[src/rtl/window_sum.sv]
// window_sum: sliding-window sum over a ready/valid/done input stream.
// Each output carries the wrapped 32-bit sum of the newest `window` items
// and the 0-based index of the newest item in that window.
module window_sum #(
    parameter int MAX_WIDTH = 8,
    parameter int PTR_W     = (MAX_WIDTH > 1) ? $clog2(MAX_WIDTH) : 1
) (
    input  logic               _clock,
    input  logic               _reset,
    input  logic               _start,
    input  logic signed [31:0] window,
    input  logic signed [31:0] _in0,
    input  logic               _in_valid,
    input  logic               _in_done,
    output logic               _in_ready,
    input  logic               _ready,
    output logic               _valid,
    output logic               _done,
    output logic signed [31:0] _out0,
    output logic signed [31:0] _out1
);

    // Fill counter and latched window need one extra bit to hold MAX_WIDTH itself.
    localparam int                 CNT_W  = PTR_W + 1;
    localparam logic signed [31:0] MaxWin = MAX_WIDTH;
    localparam logic [CNT_W-1:0]   CntOne = 1;
    localparam logic [PTR_W-1:0]   PtrOne = 1;

    typedef enum logic {
        StPull,
        StDone
    } state_t;

    state_t             r_state;
    state_t             w_state_next;
    logic               w_term;

    logic [CNT_W-1:0]   r_win;
    logic [CNT_W-1:0]   r_fill;
    logic [PTR_W-1:0]   r_ptr;
    logic signed [31:0] r_sum;
    logic signed [31:0] r_idx;
    logic signed [31:0] r_buf [MAX_WIDTH];

    logic               r_valid;
    logic               r_done;
    logic signed [31:0] r_out0;
    logic signed [31:0] r_out1;

    logic               w_accept;
    logic               w_has_room;
    logic [CNT_W-1:0]   w_fill_next;
    logic [PTR_W-1:0]   w_ptr_next;
    logic signed [31:0] w_sum_next;
    logic [CNT_W-1:0]   w_win_clip;
    logic               w_win_empty;

    assign _valid = r_valid;
    assign _done  = r_done;
    assign _out0  = r_out0;
    assign _out1  = r_out1;

    // Accept only when the output slot is free; done and start both block data.
    assign _in_ready = (r_state == StPull) && (_ready || !r_valid) && !_in_done && !_start;
    assign w_accept  = _in_valid && _in_ready;

    assign w_win_empty = (window <= 0);
    assign w_win_clip  = (window > MaxWin) ? CNT_W'(MAX_WIDTH) : window[CNT_W-1:0];

    // Window arithmetic for the item being accepted this cycle.
    always_comb begin
        w_has_room  = (r_fill < r_win);
        w_fill_next = r_fill;
        w_sum_next  = r_sum + _in0;
        if (w_has_room) begin
            w_fill_next = r_fill + CntOne;
        end else begin
            w_sum_next = r_sum + _in0 - r_buf[r_ptr];
        end
        w_ptr_next = ({1'b0, r_ptr} == (r_win - CntOne)) ? '0 : r_ptr + PtrOne;
    end

    // Next-state: termination once upstream is done and no output is stuck.
    always_comb begin
        w_state_next = r_state;
        w_term       = 1'b0;
        if ((r_state == StPull) && _in_done && (_ready || !r_valid)) begin
            w_term       = 1'b1;
            w_state_next = StDone;
        end
    end

    // State register; start beats reset.
    always_ff @(posedge _clock) begin
        if (_start) begin
            r_state <= w_win_empty ? StDone : StPull;
        end else if (_reset) begin
            r_state <= StDone;
        end else begin
            r_state <= w_state_next;
        end
    end

    // Window bookkeeping and output register.
    always_ff @(posedge _clock) begin
        if (_start) begin
            r_win   <= w_win_clip;
            r_fill  <= '0;
            r_ptr   <= '0;
            r_sum   <= '0;
            r_idx   <= '0;
            r_valid <= 1'b0;
            r_done  <= w_win_empty;
        end else if (_reset) begin
            r_fill  <= '0;
            r_ptr   <= '0;
            r_sum   <= '0;
            r_idx   <= '0;
            r_valid <= 1'b0;
            r_done  <= 1'b0;
            r_out0  <= '0;
            r_out1  <= '0;
        end else begin
            r_done <= (r_state == StDone) || w_term;
            if (_ready) begin
                r_valid <= 1'b0;
            end
            if (w_accept) begin
                r_fill <= w_fill_next;
                r_sum  <= w_sum_next;
                r_ptr  <= w_ptr_next;
                r_idx  <= r_idx + 32'sd1;
                if (w_fill_next == r_win) begin
                    r_out0  <= w_sum_next;
                    r_out1  <= r_idx;
                    r_valid <= 1'b1;
                end
            end
        end
    end

    // Circular item buffer; contents are only meaningful below the fill level.
    always_ff @(posedge _clock) begin
        if (w_accept && !_reset) begin
            r_buf[r_ptr] <= _in0;
        end
    end

endmodule

[config.mk]
export PLATFORM = sky130hd
export DESIGN_NAME = window_sum
export DESIGN_NICKNAME = d
export VERILOG_FILES = /design/src/rtl/window_sum.sv
export SDC_FILE = /design/constraint.sdc
export NUM_CORES = 1
export LEC_CHECK = 0
export BUFFER_PORTS_ARGS = -buffer_cell sky130_fd_sc_hd__buf_2
export CAP_MARGIN = 20
export CORE_MARGIN = 4
export CORE_UTILIZATION = 30
export CTS_CLUSTER_DIAMETER = 40
export DETAILED_ROUTE_END_ITERATION = 8
export PLACE_DENSITY = 0.44
export SYNTH_ARGS = -nofsm -noshare
export SYNTH_HDL_FRONTEND = slang
export SYNTH_SLANG_ARGS = --single-unit
[constraint.sdc]
create_clock -name _clock -period 11.1 [get_ports _clock]
set_input_delay 1.11 -clock _clock [delete_from_list [all_inputs] [get_ports _clock]]
set_output_delay 1.11 -clock _clock [all_outputs]
set_load 0.02 [all_outputs]
==> run_results.csv <==
group,metric,value,unit
timing,fmax,158,MHz
cts,clk_pin_slew,0.05,ns
logic_synthesis,syn-num-nets,1562,
timing,finalClockSkew,0.0142,ns
setup_path,crit_chain,"buf_2, ha_1, inv_1, fa_1, nand2b_1, a21o_1, a21oi_1, nor2_1, xnor2_1, ha_1, a2111o_1, o2111ai_1, nand2_1, maj3_2, maj3_2, maj3_2, a2111oi_4, nor3_2, a211oi_2, o41ai_2, mux2i_1, nor4b_2, a311o_1",
global_routing,grt-ovfl-total,0,
die,die_x,260,µm
drt,first_iter_violations,643,
setup_path,crit_buf_inv,2,
drt,routed-wl-met2,24.3,mm
drt,antenna_left,0,
die,io_pins,137,
min_path,hp-class,"register to register",
drt,wl,52.0,mm
drt,wl_met1,24.3,mm
cts,clock-root-buffer,"clkbuf_16",
logic_synthesis,synth_edf_count,325,
cts,cts_hold_buf,0,
logic_synthesis,syn_area_per_cell,13.3,µm²
setup_path,path_common_cell,"maj3_2",
power_and_ir_drop,p_leak,0.00817,µW
setup_path,slowest_delay,0.50,ns
place,gp_congestion,0.859,
timing,tightest_slew,0.971,ns
drt,post-route-drc-count,0,
setup_path,crit_type,"input port to register",
global_routing,grt_antenna_before_repair,5,
layout,drive_gt1_frac,0.241,
cts,htreeDepth,3,
cts,clock-sinks,401,
timing,final.setup.tns,0,ns
die,rows,92,
logic_synthesis,netlist_area,19000,µm²
logic_synthesis,synth_flop_cell,"edfxtp_1",
global_routing,grt_max_degree,70,
timing,slew_headroom,0.351,
timing,hold_viol,0,
power_and_ir_drop,powerDensity,177,nW/µm²
timing,setup_viol,0,
place,place_hpwl,34.3,mm
setup_path,worst-path-max-fanout,9,
timing,period_share,0.570,
logic_synthesis,ys_warn_count,0,
run,maxCapViolCount,0,
setup_path,slowest_stage,"a2111oi_4",
logic_synthesis,synth-seq-cells,401,
cts,tritoncts.num_buffers,74,
setup_path,path_delay_family,"compound AO/OA/AOI/OAI gates",
global_routing,grt_pass1_vias,12700,
layout,area_growth,22.3,%
setup_path,end_kind,"register",
place,port_buffers,136,
layout,layout.nets,1739,
setup_path,cp.required,11.59,ns
logic_synthesis,synth_seq_area_share,0.593,
timing,min_period,6.33,ns
status,outcome,"complete, no violations",
drt,via_per_inst,4.93,
cts,ctsResizeCount,0,
setup_path,cp-start-kind,"input port",
drt,dr.pass1.iters,5,
die,dieArea,67500,µm²
setup_path,cp.arrival,6.82,ns
logic_synthesis,async_flop_share,0,
power_and_ir_drop,ir_drop,0.132,mV
timing,rsz0062_at_grt,"false",
timing,finalWorstSetupSlack,4.77,ns
logic_synthesis,syn_inst,1430,
drt,highest_layer,"met5",
cts,cts_setup_buffers,0,
die,core,63000,µm²
die,start_util,0.302,
cts,cts_buffer_depth,3,
global_routing,grt_pass1_wl,78.5,mm
logic_synthesis,ys_types,78,
timing,final-max-slew-violation-count,0,
drt,wl_met3,2.17,mm
cts,cts_tree,"yes",
drt,wl_per_cell,20.7,µm
cts,clk_latency,0.60,ns
drt,vias,12400,
global_routing,grt_util_all_layers,0.153,
place,place_ws,4.21,ns
die,fp.dieH,260,µm
-- worst paths after layout --
| kind | from | end | slack (ns) | cells after the start |
|---|---|---|---|---|
| max | _in0[0] | r_sum[31]$_SDFFE_PP0P_ | 4.77 | 23 |
| min | r_sum[26]$_SDFFE_PP0P_ | r_sum[26]$_SDFFE_PP0P_ | 0.49 | 2 |
| max reg2reg | r_sum[0]$_SDFFE_PP0P_ | r_sum[31]$_SDFFE_PP0P_ | 5.14 | 22 |
| min reg2reg | r_sum[26]$_SDFFE_PP0P_ | r_sum[26]$_SDFFE_PP0P_ | 0.49 | 2 |
-- power by group --
| group | leakage [µW] | total (µW) | switching (µW) | internal (µW) |
|---|---|---|---|---|
| registers | 0.00361 | 1650 | 6.76 | 1640 |
| logic | 0.00335 | 222 | 145 | 77.7 |
| clock network | 0.00120 | 2240 | 801 | 1440 |
-- synthesized netlist by cell type, drive strengths merged, types with 5 or more instances --
library cell,number,area (µm²)
a211oi,26,210
nor2b,35,219
nand4,15,93.8
xnor2,61,534
clkbuf,42,158
o21bai,7,52.6
a21o,23,174
mux4,64,1440
xor2,43,384
nor2,139,522
maj3,7,76.3
ha,60,751
and3,12,75.1
nor4b,5,56.3
a21oi,75,383
buf,17,83.8
or2,5,31.3
nand2,83,312
nor4,11,68.8
o21a,9,67.6
a31oi,5,31.3
nor3,24,136
edfxtp,325,9760
nand2b,9,56.3
and2,17,110
o211ai,6,45.0
dfxtp,76,1520
inv,33,124
o31ai,11,82.6
or3,11,68.8
nand3,26,130
o21ai,59,299
mux2i,33,330
-- flip-flops by register name, indices dropped and copies added (netlist names), named ones only --
name     flops
r_buf      256
_out0       32
_out1       32
r_idx       32
r_sum       32
r_fill       4
r_win        4
r_ptr        3
_done        1
_valid       1
r_state      1
-- layout by cell type, fill, tap and decap left out, types with 6 or more instances in the layout --
master	synthesis	layout
a211oi_1	23	23
nand4_1	15	15
and3_1	12	12
bufinv_16	0	8
dfxtp_1	76	73
o31ai_1	11	11
clkbuf_1	42	8
a21o_1	22	22
clkbuf_16	0	75
clkinv_4	0	11
xor2_1	42	42
inv_1	33	33
buf_2	7	136
buf_4	1	24
a21oi_1	73	71
o21ai_0	53	53
edfxtp_1	325	325
o21a_1	9	9
o21bai_1	7	7
ha_1	60	60
clkinvlp_4	0	8
mux4_2	64	64
nor2_1	139	136
nor2b_1	35	35
and2_1	15	14
nand2_1	83	83
nor4_1	11	10
nand3_1	26	26
nor3_1	22	19
or3_1	11	11
nand2b_1	9	9
mux2i_1	33	33
o211ai_1	6	6
xnor2_1	61	61
inv_6	0	12
clkinv_2	0	10
-- worst min-delay path, delay by kind of cell, from the launching register on --
family	cells	cell delay, ns
flops	1	0.31
simple gates	1	0.07
compound gates	1	0.06
-- logic make-up (layout without fill, tap and decap cells) --
logic type / after synthesis / count (layout) / share of synthesized area
mux: 101 / 101 / 0.0955
fa+ha+maj: 69 / 69 / 0.0456
xor+xnor: 106 / 106 / 0.0508
simple gates: 401 / 401 / 0.103
buf+inv: 92 / 329 / 0.0192
other cells: 0 / 1 / 0
flops: 401 / 401 / 0.593
compound gates: 260 / 260 / 0.0934
-- routing by layer --
layer / up-vias / track usage
li1: 5819 / -
met1: 6218 / 0.211
met2: 255 / 0.249
met3: 96 / 0.0308
met4: 2 / 0.0423
met5: - / 0
-- cell type report --
cell class | instances | area [µm²]
Inverter | 33 | 124
Fill cell | 6056 | 39700
Antenna cell | 1 | 2.50
Clock inverter | 53 | 583
Multi-Input combinational cell | 937 | 7450
Sequential cell | 401 | 11300
Timing Repair Buffer | 160 | 861
Tap cell | 846 | 1060
Clock buffer | 83 | 1910
-- through the flow --
stage                     utilization  power [µW]  area, µm²  instances  hold slack [ns]
after CTS                       0.370        4180      23300       2513            0.488
after detailed placement        0.330        1900      20800       2377            0.480
final                           0.370        4110      23300       2514            0.489
after floorplan                     -        1820      19000       1430            0.450
after global routing            0.370        4260      23300       2513            0.521
after global placement          0.330        1900      20800       2377            0.466
Note: power is estimated with default switching activity, not from simulation.
